$ cat config.mk
export PLATFORM = sky130hd
export DESIGN_NAME = instruction_fetch
export DESIGN_NICKNAME = d
export VERILOG_FILES = /design/src/rtl/sap_pkg.sv /design/src/rtl/fetch_timer.sv /design/src/rtl/instruction_fetch.sv
export SDC_FILE = /design/constraint.sdc
export NUM_CORES = 1
export LEC_CHECK = 0
export CAP_MARGIN = 20
export CORE_ASPECT_RATIO = 1.2
export CORE_MARGIN = 2
export CORE_UTILIZATION = 30
export CTS_CLUSTER_SIZE = 30
export DETAILED_ROUTE_END_ITERATION = 8
export PLACE_DENSITY = 0.58
export SYNTH_ARGS = -nofsm -noshare
export SYNTH_HDL_FRONTEND = slang
export SYNTH_HIERARCHICAL = 1
export SYNTH_SLANG_ARGS = --single-unit
$ cat constraint.sdc
create_clock -name CLK -period 3.3 [get_ports CLK]
set_clock_uncertainty 0.05 [all_clocks]
set_input_delay 0.495 -clock CLK [delete_from_list [all_inputs] [get_ports CLK]]
set_output_delay 0.495 -clock CLK [all_outputs]
set_load 0.02 [all_outputs]
$ cat src/rtl/sap_pkg.sv
// sap_pkg: definitions shared by the fetch stage and the control unit decoder.
//   fetch_state_t : fetch FSM state encoding
//   LEN2_BIT      : opcode bit that marks a 2-byte (opcode + operand) instruction
package sap_pkg;

    typedef enum logic [2:0] {
        ST_SETTLE = 3'd0,  // wait for PC_VAL to settle after a PC update
        ST_RD     = 3'd1,  // memory read handshake in flight
        ST_INC    = 3'd2,  // request PC increment, wait for a step strobe
        ST_OUT    = 3'd3,  // instruction presented to the control unit
        ST_ERR    = 3'd4   // memory timeout, only reset leaves
    } fetch_state_t;

    localparam int LEN2_BIT = 7;

endpackage

$ cat src/rtl/fetch_timer.sv
// fetch_timer: loadable down-counter shared by the settle delay and the read
// timeout. Load has priority over decrement; decrement saturates at zero.
//   CLK, RST  : clock, synchronous active-high reset (counter -> RST_VAL)
//   load      : load load_val this cycle
//   load_val  : value to load
//   dec       : decrement by one (ignored when zero or when loading)
//   zero      : counter currently holds zero
module fetch_timer #(
    parameter int                CNT_W   = 4,
    parameter logic [CNT_W-1:0]  RST_VAL = '0
) (
    input  logic             CLK,
    input  logic             RST,
    input  logic             load,
    input  logic [CNT_W-1:0] load_val,
    input  logic             dec,
    output logic             zero
);

    logic [CNT_W-1:0] cnt;

    always_ff @(posedge CLK) begin
        if (RST) begin
            cnt <= RST_VAL;
        end else if (load) begin
            cnt <= load_val;
        end else if (dec && (cnt != '0)) begin
            cnt <= cnt - 1'b1;
        end
    end

    assign zero = (cnt == '0);

endmodule

$ cat src/rtl/instruction_fetch.sv
// instruction_fetch: fetch stage between the program counter and the control unit.
// Reads 1- or 2-byte instructions from program memory, advances the PC once per
// byte and presents the instruction on a valid/ready handshake.
//   CLK, RST         : clock, synchronous active-high reset
//   SLOW_CLOCK_STRB  : CPU step strobe; the PC only honours PC_COUNT when high
//   PC_VAL           : current PC;  PC_COUNT : increment request
//   FLUSH            : branch taken, abort and refetch from the new PC
//   MEM_ADDR/MEM_RD  : read request;  MEM_DATA/MEM_VALID : read response
//   INSTR_*          : instruction handshake and payload to the control unit
//   FETCH_ERR        : sticky memory-timeout flag
module instruction_fetch
    import sap_pkg::*;
#(
    parameter int ADDR_W      = 8,
    parameter int DATA_W      = 8,
    parameter int PC_SETTLE   = 2,
    parameter int MEM_TIMEOUT = 15
) (
    input  logic              CLK,
    input  logic              RST,
    input  logic              SLOW_CLOCK_STRB,
    input  logic [ADDR_W-1:0] PC_VAL,
    output logic              PC_COUNT,
    input  logic              FLUSH,
    output logic [ADDR_W-1:0] MEM_ADDR,
    output logic              MEM_RD,
    input  logic [DATA_W-1:0] MEM_DATA,
    input  logic              MEM_VALID,
    output logic              INSTR_VALID,
    input  logic              INSTR_READY,
    output logic [DATA_W-1:0] INSTR_OPCODE,
    output logic [DATA_W-1:0] INSTR_OPERAND,
    output logic              INSTR_LEN2,
    output logic              FETCH_ERR
);

    // One counter covers both delays, so size it for the larger one.
    localparam int TMR_MAX = (PC_SETTLE > MEM_TIMEOUT) ? PC_SETTLE - 1 : MEM_TIMEOUT - 1;
    localparam int CNT_W   = (TMR_MAX < 2) ? 1 : $clog2(TMR_MAX + 1);
    localparam logic [CNT_W-1:0] SETTLE_LOAD  = CNT_W'(PC_SETTLE - 1);
    localparam logic [CNT_W-1:0] TIMEOUT_LOAD = CNT_W'(MEM_TIMEOUT - 1);

    fetch_state_t      state_q, state_d;
    logic              byte_sel_q, byte_sel_d;
    logic [DATA_W-1:0] opcode_q, operand_q;
    logic              latch_opcode, latch_operand;
    logic              tmr_load, tmr_dec, tmr_zero;
    logic [CNT_W-1:0]  tmr_load_val;

    fetch_timer #(
        .CNT_W   (CNT_W),
        .RST_VAL (SETTLE_LOAD)
    ) u_timer (
        .CLK      (CLK),
        .RST      (RST),
        .load     (tmr_load),
        .load_val (tmr_load_val),
        .dec      (tmr_dec),
        .zero     (tmr_zero)
    );

    always_ff @(posedge CLK) begin
        if (RST) begin
            state_q    <= ST_SETTLE;
            byte_sel_q <= 1'b0;
        end else begin
            state_q    <= state_d;
            byte_sel_q <= byte_sel_d;
        end
    end

    always_comb begin
        state_d       = state_q;
        byte_sel_d    = byte_sel_q;
        latch_opcode  = 1'b0;
        latch_operand = 1'b0;
        tmr_load      = 1'b0;
        tmr_load_val  = SETTLE_LOAD;
        tmr_dec       = 1'b0;

        case (state_q)
            ST_SETTLE: begin
                tmr_dec = 1'b1;
                if (tmr_zero) begin
                    state_d      = ST_RD;
                    tmr_load     = 1'b1;
                    tmr_load_val = TIMEOUT_LOAD;
                end
            end
            ST_RD: begin
                if (MEM_VALID) begin
                    latch_opcode  = !byte_sel_q;
                    latch_operand = byte_sel_q;
                    state_d       = ST_INC;
                end else if (tmr_zero) begin
                    state_d = ST_ERR;
                end else begin
                    tmr_dec = 1'b1;
                end
            end
            ST_INC: begin
                if (SLOW_CLOCK_STRB) begin
                    if (!byte_sel_q && opcode_q[LEN2_BIT]) begin
                        byte_sel_d = 1'b1;
                        state_d    = ST_SETTLE;
                        tmr_load   = 1'b1;
                    end else begin
                        state_d = ST_OUT;
                    end
                end
            end
            ST_OUT: begin
                if (INSTR_READY) begin
                    byte_sel_d = 1'b0;
                    state_d    = ST_SETTLE;
                    tmr_load   = 1'b1;
                end
            end
            default: state_d = ST_ERR;
        endcase

        // Flush overrides everything except the error trap. An OUT accept in the
        // same cycle has already been seen by the consumer (VALID & READY), and
        // both paths land in the same restart state.
        if (FLUSH && (state_q != ST_ERR)) begin
            state_d       = ST_SETTLE;
            byte_sel_d    = 1'b0;
            tmr_load      = 1'b1;
            tmr_load_val  = SETTLE_LOAD;
            latch_opcode  = 1'b0;
            latch_operand = 1'b0;
        end
    end

    // Operand is cleared with every opcode latch so 1-byte instructions show 0.
    always_ff @(posedge CLK) begin
        if (RST) begin
            opcode_q  <= '0;
            operand_q <= '0;
        end else if (latch_opcode) begin
            opcode_q  <= MEM_DATA;
            operand_q <= '0;
        end else if (latch_operand) begin
            operand_q <= MEM_DATA;
        end
    end

    assign MEM_RD        = (state_q == ST_RD);
    assign MEM_ADDR      = MEM_RD ? PC_VAL : '0;
    assign PC_COUNT      = (state_q == ST_INC);
    assign INSTR_VALID   = (state_q == ST_OUT);
    assign INSTR_OPCODE  = INSTR_VALID ? opcode_q  : '0;
    assign INSTR_OPERAND = INSTR_VALID ? operand_q : '0;
    assign INSTR_LEN2    = INSTR_VALID & opcode_q[LEN2_BIT];
    assign FETCH_ERR     = (state_q == ST_ERR);

endmodule

==> flow_metrics.env, run 1 <==
export IMPL_dp_cells=251
export IMPL_grt_usage_pct=14.4
export IMPL_die_h_um=76.7
export IMPL_tightestPinTransition_ns=0.687
export IMPL_synth_warning_count=6
export IMPL_ys_async_sr_fraction_pct=0
export IMPL_multiInputGateArea_um2=749
export IMPL_synthAdderAreaFrac_pct=0.946
export IMPL_hpwl_um=2560
export IMPL_cp_slowest_cell="clkdlybuf4s50_1"
export IMPL_drt_iter0_markers=18
export IMPL_cts_clk_slew_worst_paths_ns=0.09
export IMPL_cts_tree="done"
export IMPL_core_mm2=0.00426
export IMPL_syn_nets=176
export IMPL_criticalPathCategory="flop to output pin"
export IMPL_power_density_mw_per_mm2=354
export IMPL_hold_viol_final=0
export IMPL_synth_area_mux_share_pct=14.4
export IMPL_antenna_found_initial=0
export IMPL_crit_family="simple AND/OR/NAND/NOR gates"
export IMPL_synth_simple_area_share_pct=29.4
export IMPL_end_kind="output pin"
export IMPL_drv_cap=0
export IMPL_postCtsSetupBuffers=0
export IMPL_synth_top_family_by_area="simple AND/OR/NAND/NOR gates"
export IMPL_vias_per_cell=4.91
export IMPL_ys_seq_area_share_pct=36.3
export IMPL_rsz0062_at_grt="no"
export IMPL_power_leakage_nw=0.815
export IMPL_ctsResizeCount=0
export IMPL_wirelength_um=3480
export IMPL_cts_root_buf="clkbuf_8"
export IMPL_crit_arrival_ns=2.16
export IMPL_synthCells=153
export IMPL_clockBufferDepth=2
export IMPL_status="finished clean"
export IMPL_path_buf_inv=1
export IMPL_cp_start_kind="flop"
export IMPL_die_w_um=64.6
export IMPL_crit_chain="and2b_1 > and3_1 > clkdlybuf4s50_1"
export IMPL_slew_headroom_pct=54.1
export IMPL_worstSkewPairLatency_ns=0.27
export IMPL_grt_pass1_vias=1290
export IMPL_synth_edf_count=0
export IMPL_gp_congestion=0.720
export IMPL_num_io_pins=51
export IMPL_final_cell_mix="clkdlybuf4s50_1, nor2_1, dfxtp_1, mux2i_1, and3_1"
export IMPL_critPathRequiredTime_ns=2.75
export IMPL_grt_max_degree=27
export IMPL_finalSetupViolations=0
export IMPL_netlist_area_leader_share_pct=36.3
export IMPL_syn_area_per_cell_um2=8.64
export IMPL_ant_nets=0
export IMPL_initial_core_util_pct=31.0
export IMPL_first_pass_iters=4
export IMPL_grt_overflow=0
export IMPL_hold_class="flop to flop"
export IMPL_synth_area_leaders="dfxtp_1, mux2i_1, and3_1, nor2_1, and2_1"
export IMPL_synth_ff_type="dfxtp_1"
export IMPL_seq_area_um2=480
export IMPL_final_common_cell="clkdlybuf4s50_1"
export IMPL_fmax_ghz=0.370
export IMPL_area_delta_synth_final_pct=45.5
export IMPL_port_buffers=50
export IMPL_cts_sinks=24
export IMPL_routedWlPerCell_um=13.7
export IMPL_cp_slowest_stage_delay_ns=0.61
export IMPL_ys_types=35
export IMPL_vias=1252
export IMPL_ir_worst_vdd_mv=0.160
export IMPL_fin_nets=223
export IMPL_rows=26
export IMPL_numCtsBuffers=3
export IMPL_htreeDepth=1
export IMPL_grt_pass1_wl_um=5740
export IMPL_fillers=438
export IMPL_post_route_min_period_ns=2.71
export IMPL_synth_compound_area_share_pct=11.4
export IMPL_cp_max_fo=19
export IMPL_drive_above_1_share_pct=6.03
export IMPL_synth_xor_area_share_pct=0
export IMPL_finalSetupTns_ns=0
export IMPL_syn_cell_area_mm2=0.00132
export IMPL_period_share_pct=82.0
export IMPL_drc_errors=0
export IMPL_ys_ff_latch=24
export IMPL_ctsHoldBuffers=0
export IMPL_yosysTopAreaCell="dfxtp_1"
export IMPL_instances_no_fill=255
export IMPL_dieArea_mm2=0.00496
export IMPL_finalMaxSlewViolations=0
export IMPL_antenna_cells=0
-- tightest hold or removal path, stage by stage (launching register included) --
cell and delay [ns]:
dfxtp_1 0.33, mux2i_1 0.06, nor2_1 0.07
-- worst paths after layout --
check                      start         endpoint  slack, ns  depth (start not counted)
setup / recovery      state_q[2]  INSTR_OPCODE[4]       0.59                          3
hold / removal       opcode_q[0]      opcode_q[0]       0.45                          2
setup reg to reg  u_timer/cnt[1]   u_timer/cnt[0]       0.82                          9
hold reg to reg      opcode_q[0]      opcode_q[0]       0.45                          2
-- flip-flops by register name (all words and copies together) (netlist names) --
name         flops
byte_sel_q       1
opcode_q         8
operand_q        8
state_q          3
u_timer/cnt      4
-- final cells by class --
type | instances | area share [%]
inverter | 8 | 1.56
multi-input combinational | 110 | 38.9
tap | 56 | 3.64
timing repair buffer | 53 | 27.2
clock inverter | 1 | 1.56
clock buffer | 3 | 2.15
sequential | 24 | 25.0
-- synth_stat cells, drive strengths merged (2+ instances only) --
| cell type | instances |
|---|---|
| mux2i | 19 |
| and2 | 9 |
| nor2 | 24 |
| a211oi | 3 |
| and3 | 17 |
| nor2b | 2 |
| buf | 5 |
| a21oi | 2 |
| nor3 | 6 |
| inv | 8 |
| a311oi | 2 |
| a31oi | 2 |
| clkbuf | 6 |
| dfxtp | 24 |
| a2111oi | 3 |
| nand2 | 4 |
| and2b | 2 |
-- through the flow --
stage	utilization, %	area [µm²]	power (W)	setup slack (ns)	hold slack [ns]
after global placement	43.5	1850	0.000424	0.924	0.419
after floorplan	-	1320	0.000378	0.979	0.402
final	45.2	1920	0.000681	0.594	0.446
after global routing	45.2	1920	0.000710	0.482	0.492
after detailed placement	43.5	1850	0.000428	0.870	0.425
after CTS	45.2	1920	0.000686	0.603	0.447
-- layer usage --
layer	track usage (%)	share of wire [%]	up-vias
met5	0	0	-
met3	2.93	6.2	2
met4	4.47	0.66	0
li1	-	-	632
met1	16.0	43	580
met2	26.8	50	38
-- where the power goes --
part           switching, W  internal (W)  leakage, nW
Sequential       0.00000547      0.000297        0.194
Combinational     0.0000591     0.0000596        0.585
Clock             0.0000969      0.000162       0.0357
Total              0.000162      0.000519        0.815
-- logic make-up (layout without fill, tap and decap cells) --
family	Yosys count	count (layout)
and+or+nand+nor	71	71
DFF	24	24
AOI/OAI and AO/OA	19	19
muxes	19	19
buffers and inverters	19	65
adders and majority gates	1	1
(Power assumes the default switching activity.)
==> run 2: changes to the inputs <==
--- a/config.mk
+++ b/config.mk
@@ -11,7 +11,7 @@
 export CORE_UTILIZATION = 30
 export CTS_CLUSTER_SIZE = 30
 export DETAILED_ROUTE_END_ITERATION = 8
-export PLACE_DENSITY = 0.58
+export PLACE_DENSITY = 0.61
 export SYNTH_ARGS = -nofsm -noshare
 export SYNTH_HDL_FRONTEND = slang
 export SYNTH_HIERARCHICAL = 1
==> constraint.sdc (replaced) <==
create_clock -name CLK -period 2.3 [get_ports CLK]
set_clock_uncertainty 0.05 [all_clocks]
set_input_delay 0.345 -clock CLK [delete_from_list [all_inputs] [get_ports CLK]]
set_output_delay 0.345 -clock CLK [all_outputs]
set_load 0.02 [all_outputs]
==> run 2 against run 1 <==
Effect of this change: first-iteration DRC count grew 120%; sequential share of layout area shrank 0.62 points; total power grew 45%; sequential power grew 44%; non-clock buffer count grew 4; global-route usage grew 0.52 points; worst setup slack lost 0.53 ns; final area grew 2.8%; die area is the same; critical path depth grew 1; via count grew 4.1%; largest cell class unchanged.
==> flow_metrics.env, run 2 (same netlist as run 1, synthesis figures left out) <==
export IMPL_status="finished clean"
export IMPL_first_pass_iters=4
export IMPL_initial_core_util_pct=31.0
export IMPL_p_seq_share_pct=44.3
export IMPL_finalSetupViolations=0
export IMPL_grt_busiest_layer="met2"
export IMPL_fmax_ghz=0.448
export IMPL_regToRegStartpoint="u_timer/cnt[0]"
export IMPL_htreeDepth=1
export IMPL_grtUsageMet2_pct=26.1
export IMPL_fin_util_pct=46.4
export IMPL_hp_start="opcode_q[0]"
export IMPL_cts_root_buf="clkbuf_8"
export IMPL_cp_max_fo=19
export IMPL_vias_per_cell=5.03
export IMPL_power_density_mw_per_mm2=498
export IMPL_crit_arrival_ns=1.84
export IMPL_postCtsSetupBuffers=0
export IMPL_fin_nets=227
export IMPL_p_sw_w=0.000237
export IMPL_end_kind="output pin"
export IMPL_drc_errors=0
export IMPL_vias=1303
export IMPL_setup_ws_ns=0.0683
export IMPL_final_cell_mix="clkdlybuf4s50_1, nor2_1, dfxtp_1, mux2i_1, and3_1"
export IMPL_grt_pass1_vias=1302
export IMPL_hold_class="flop to flop"
export IMPL_period_share_pct=97.0
export IMPL_post_route_min_period_ns=2.23
export IMPL_critPathRequiredTime_ns=1.90
export IMPL_die_w_um=64.6
export IMPL_area_delta_synth_final_pct=49.6
export IMPL_cp_slowest_stage_delay_ns=0.62
export IMPL_path_buf_inv=2
export IMPL_final_common_cell="clkdlybuf4s50_1"
export IMPL_drv_cap=0
export IMPL_finalSetupTns_ns=0
export IMPL_worstHoldPathCells=2
export IMPL_slew_headroom_pct=65.9
export IMPL_antenna_found_initial=0
export IMPL_cts_clk_slew_worst_paths_ns=0.09
export IMPL_routedWlPerCell_um=13.3
export IMPL_crit_family="buffers and inverters"
export IMPL_p_clk_share_pct=37.7
export IMPL_core_mm2=0.00426
export IMPL_hpwl_um=2530
export IMPL_ir_worst_vdd_mv=0.293
export IMPL_met3_usage_pct=3.52
export IMPL_total_power_w=0.000986
export IMPL_port_buffers=50
export IMPL_grt_pass1_wl_um=5950
export IMPL_grt_usage_pct=14.9
export IMPL_ant_nets=0
export IMPL_drive_above_1_share_pct=11.3
export IMPL_crit_chain="and2b_1 > buf_4 > and2_1 > clkdlybuf4s50_1"
export IMPL_numCtsBuffers=3
export IMPL_power_leakage_nw=0.897
export IMPL_reg2reg_setup_slack_ns=0.18
export IMPL_die_h_um=76.7
export IMPL_gp_congestion=0.723
export IMPL_combPwrFrac_pct=18.0
export IMPL_grt_max_degree=27
export IMPL_largest_registers="opcode_q (8), operand_q (8), u_timer/cnt (4)"
export IMPL_rows=26
export IMPL_r2r_end="u_timer/cnt[3]"
export IMPL_whs_ns=0.443
export IMPL_worstSkewPairLatency_ns=0.27
export IMPL_drt_iter0_markers=39
export IMPL_cts_tree="done"
export IMPL_antenna_cells=0
export IMPL_hold_viol_final=0
export IMPL_cp_start_kind="flop"
export IMPL_finalMaxSlewViolations=0
export IMPL_cp_slowest_cell="clkdlybuf4s50_1"
export IMPL_internal_power_w=0.000749
export IMPL_tightestPinTransition_ns=0.510
export IMPL_sw_frac_of_total_pct=24.0
export IMPL_pre_cts_ws_ns=0.00897
export IMPL_worst_r2r_cell_count=9
export IMPL_min_to="opcode_q[0]"
export IMPL_criticalPathCategory="flop to output pin"
export IMPL_clockBufferDepth=2
export IMPL_dieArea_mm2=0.00496
export IMPL_wirelength_um=3440
export IMPL_grt_overflow=0
export IMPL_met1_usage_pct=17.3
export IMPL_cts_sinks=24
export IMPL_num_io_pins=51
run 2: power by group through the flow:
stage                     sequential [W]  clock [W]  combinational [W]
after floorplan                 0.000442          0           0.000101
after CTS                       0.000435   0.000384           0.000173
after detailed placement        0.000445          0           0.000174
after global routing            0.000438   0.000402           0.000196
final                           0.000437   0.000372           0.000177
after global placement          0.000444          0           0.000169
run 2: metrics by stage:
step,area (µm²),instances
detailed placement,1890,255
global route,1980,259
global placement,1890,255
floorplan,1330,153
CTS,1960,259
finish,1980,259
run 2: final cells by class:
type                       instances  area [µm²]
tap                               56        70.1
sequential                        24         482
clock inverter                     1        30.0
timing repair buffer              57         546
fill                             419        2280
multi-input combinational        110         779
clock buffer                       3        41.3
inverter                           8        30.0
run 2: repair_timing:
action / CTS / global route
pin swaps: 0 / 1
gates resized for setup: 12 / 7
hold buffers: 0 / 0
endpoints found under the setup margin: 16 / 5
run 2: tightest hold or removal path, delay by kind of cell, from the launching register on:
family / cells / cell delay, ns
DFF: 1 / 0.33
muxes: 1 / 0.06
and+or+nand+nor: 1 / 0.07
run 2: metal layers:
metal	routed length, µm	up-vias	share of wire [%]
met1	1520	616	44
li1	-	642	-
met5	0	-	0
met4	29	0	0.84
met2	1670	43	49
met3	224	2	6.5
run 2: worst max path at each step:
stage,from,end,cells after the start
3_3_place_gp,u_timer/cnt[1],u_timer/cnt[1],9
6_report,state_q[1],INSTR_VALID,4
3_5_place_dp,u_timer/cnt[1],u_timer/cnt[0],9
4_1_cts,u_timer/cnt[1],u_timer/cnt[0],9
5_1_grt,u_timer/cnt[0],u_timer/cnt[3],9
2_1_floorplan,u_timer/cnt[1],u_timer/cnt[1],8
==> run 3: changes to the inputs <==
--- a/config.mk
+++ b/config.mk
@@ -5,13 +5,14 @@
 export SDC_FILE = /design/constraint.sdc
 export NUM_CORES = 1
 export LEC_CHECK = 0
+export ABC_AREA = 0
 export CAP_MARGIN = 20
 export CORE_ASPECT_RATIO = 1.2
 export CORE_MARGIN = 2
 export CORE_UTILIZATION = 30
 export CTS_CLUSTER_SIZE = 30
 export DETAILED_ROUTE_END_ITERATION = 8
-export PLACE_DENSITY = 0.61
+export PLACE_DENSITY = 0.58
 export SYNTH_ARGS = -nofsm -noshare
 export SYNTH_HDL_FRONTEND = slang
 export SYNTH_HIERARCHICAL = 1
==> constraint.sdc (replaced) <==
create_clock -name CLK -period 2.6 [get_ports CLK]
set_clock_uncertainty 0.05 [all_clocks]
set_input_delay 0.39 -clock CLK [delete_from_list [all_inputs] [get_ports CLK]]
set_output_delay 0.39 -clock CLK [all_outputs]
set_load 0.02 [all_outputs]
==> run 3 against run 2 <==
Effect of this change: sequential cell count stayed put; utilization shrank 1.0 points; combinational power down 14%; final area shrank 2.2%; register-to-register slack improved by 0.12 ns; total power down 12%; final cell count shrank 1.2%; critical path type unchanged; critical endpoint is now MEM_ADDR[1]; largest cell class unchanged.
==> flow_metrics.env, run 3 (same netlist as run 1, synthesis figures left out) <==
export IMPL_status="finished clean"
export IMPL_die_w_um=64.6
export IMPL_ant_nets=0
export IMPL_grt_pass1_wl_um=5720
export IMPL_cp_slowest_cell="clkdlybuf4s50_1"
export IMPL_largest_registers="opcode_q (8), operand_q (8), u_timer/cnt (4)"
export IMPL_worstSkewPairLatency_ns=0.26
export IMPL_slew_headroom_pct=51.6
export IMPL_end_kind="output pin"
export IMPL_met1Wirelength_um=1420
export IMPL_finalMaxSlewViolations=0
export IMPL_core_mm2=0.00426
export IMPL_wl_met2_um=1780
export IMPL_placed_area_mm2=0.00186
export IMPL_hold_viol_final=0
export IMPL_wirelength_um=3490
export IMPL_hold_class="flop to flop"
export IMPL_rsz0062_at_grt="no"
export IMPL_grt_max_degree=27
export IMPL_grt_pass1_vias=1299
export IMPL_crit_arrival_ns=2.00
export IMPL_seq_area_um2=480
export IMPL_initial_core_util_pct=31.0
export IMPL_vias_per_cell=5.16
export IMPL_crit_chain="and2b_1 > nor2b_2 > and2_1 > clkdlybuf4s50_1"
export IMPL_antenna_found_initial=0
export IMPL_cp_start_kind="flop"
export IMPL_finalSetupTns_ns=0
export IMPL_cts_sinks=24
export IMPL_post_route_min_period_ns=2.44
export IMPL_cts_root_buf="clkbuf_8"
export IMPL_grt_usage_pct=14.3
export IMPL_power_leakage_nw=0.820
export IMPL_htreeDepth=1
export IMPL_clockBufferDepth=2
export IMPL_criticalPathCategory="flop to output pin"
export IMPL_power_density_mw_per_mm2=448
export IMPL_numCtsBuffers=3
export IMPL_highest_layer="met4"
export IMPL_port_buffers=50
export IMPL_dieArea_mm2=0.00496
export IMPL_ir_worst_vdd_mv=0.402
export IMPL_drc_errors=0
export IMPL_drv_cap=0
export IMPL_fin_nets=224
export IMPL_finalSetupViolations=0
export IMPL_routedWlPerCell_um=13.6
export IMPL_cp_max_fo=9
export IMPL_gp_congestion=0.756
export IMPL_tightestPinTransition_ns=0.724
export IMPL_ctsHoldBuffers=0
export IMPL_hpwl_um=2560
export IMPL_multiInputGateArea_um2=753
export IMPL_grt_overflow=0
export IMPL_cts_clk_slew_worst_paths_ns=0.09
export IMPL_final_common_cell="clkdlybuf4s50_1"
export IMPL_area_delta_synth_final_pct=46.4
export IMPL_final_cell_mix="clkdlybuf4s50_1, nor2_1, dfxtp_1, mux2i_1, and3_1"
export IMPL_num_io_pins=51
export IMPL_cp_slowest_stage_delay_ns=0.60
export IMPL_final_area_mm2=0.00194
export IMPL_die_h_um=76.7
export IMPL_drt_iter0_markers=19
export IMPL_drive_above_1_share_pct=7.50
export IMPL_cts_tree="done"
export IMPL_first_pass_iters=4
export IMPL_fmax_ghz=0.409
export IMPL_antenna_cells=0
export IMPL_rows=26
export IMPL_vias=1322
export IMPL_period_share_pct=94.0
export IMPL_critPathRequiredTime_ns=2.16
export IMPL_fillers=424
export IMPL_wl_met3_um=239
run 3: per-stage QoR:
| step | power [W] | hold WS [ns] | cells | setup slack [ns] | util, % |
|---|---|---|---|---|---|
| floorplan | 0.000480 | 0.402 | 153 | 0.279 | - |
| global placement | 0.000538 | 0.419 | 252 | 0.288 | 43.7 |
| detailed placement | 0.000544 | 0.428 | 252 | 0.183 | 43.7 |
| CTS | 0.000872 | 0.450 | 256 | 0.0705 | 45.4 |
| global route | 0.000904 | 0.471 | 256 | 0.0326 | 45.4 |
| finish | 0.000868 | 0.442 | 256 | 0.156 | 45.4 |
run 3: worst paths after layout:
check                           slack, ns            from              to  depth (start not counted)
worst min-delay path                 0.44     opcode_q[1]     opcode_q[1]                          2
worst max register to register       0.30  u_timer/cnt[1]  u_timer/cnt[0]                          9
worst max-delay path                 0.16      state_q[1]     MEM_ADDR[1]                          4
worst min register to register       0.44     opcode_q[1]     opcode_q[1]                          2
run 3: repair_timing:
| item | 4_1_cts | 5_1_grt |
|---|---|---|
| endpoints found under the setup margin | 3 | 20 |
| buffers inserted | 0 | 0 |
| gates resized for setup | 1 | 2 |
run 3: layout make-up:
class                      instances  area share, %
clock buffer                       3           2.13
clock inverter                     1           1.55
inverter                           8           1.55
multi-input combinational        110           38.9
sequential                        24           24.8
tap                               56           3.62
timing repair buffer              54           27.4
run 3: worst max-delay path, delay by kind of cell, from the launching register on:
kind / cells / cell delay, ns
buffers and inverters: 1 / 0.60
and+or+nand+nor: 3 / 0.75
DFF: 1 / 0.38
run 3: where the power goes:
group	total, W	internal [W]	leakage [nW]	switching (W)
registers	0.000385	0.000377	0.194	0.00000752
clock network	0.000330	0.000206	0.0357	0.000125
logic	0.000152	0.0000761	0.591	0.0000761
total	0.000868	0.000659	0.820	0.000208
run 3: metal layers:
layer | vias up | global-route usage [%]
met4 | 0 | 5.96
met3 | 4 | 3.81
met2 | 52 | 26.1
met1 | 631 | 15.2
li1 | 635 | -
met5 | - | 0
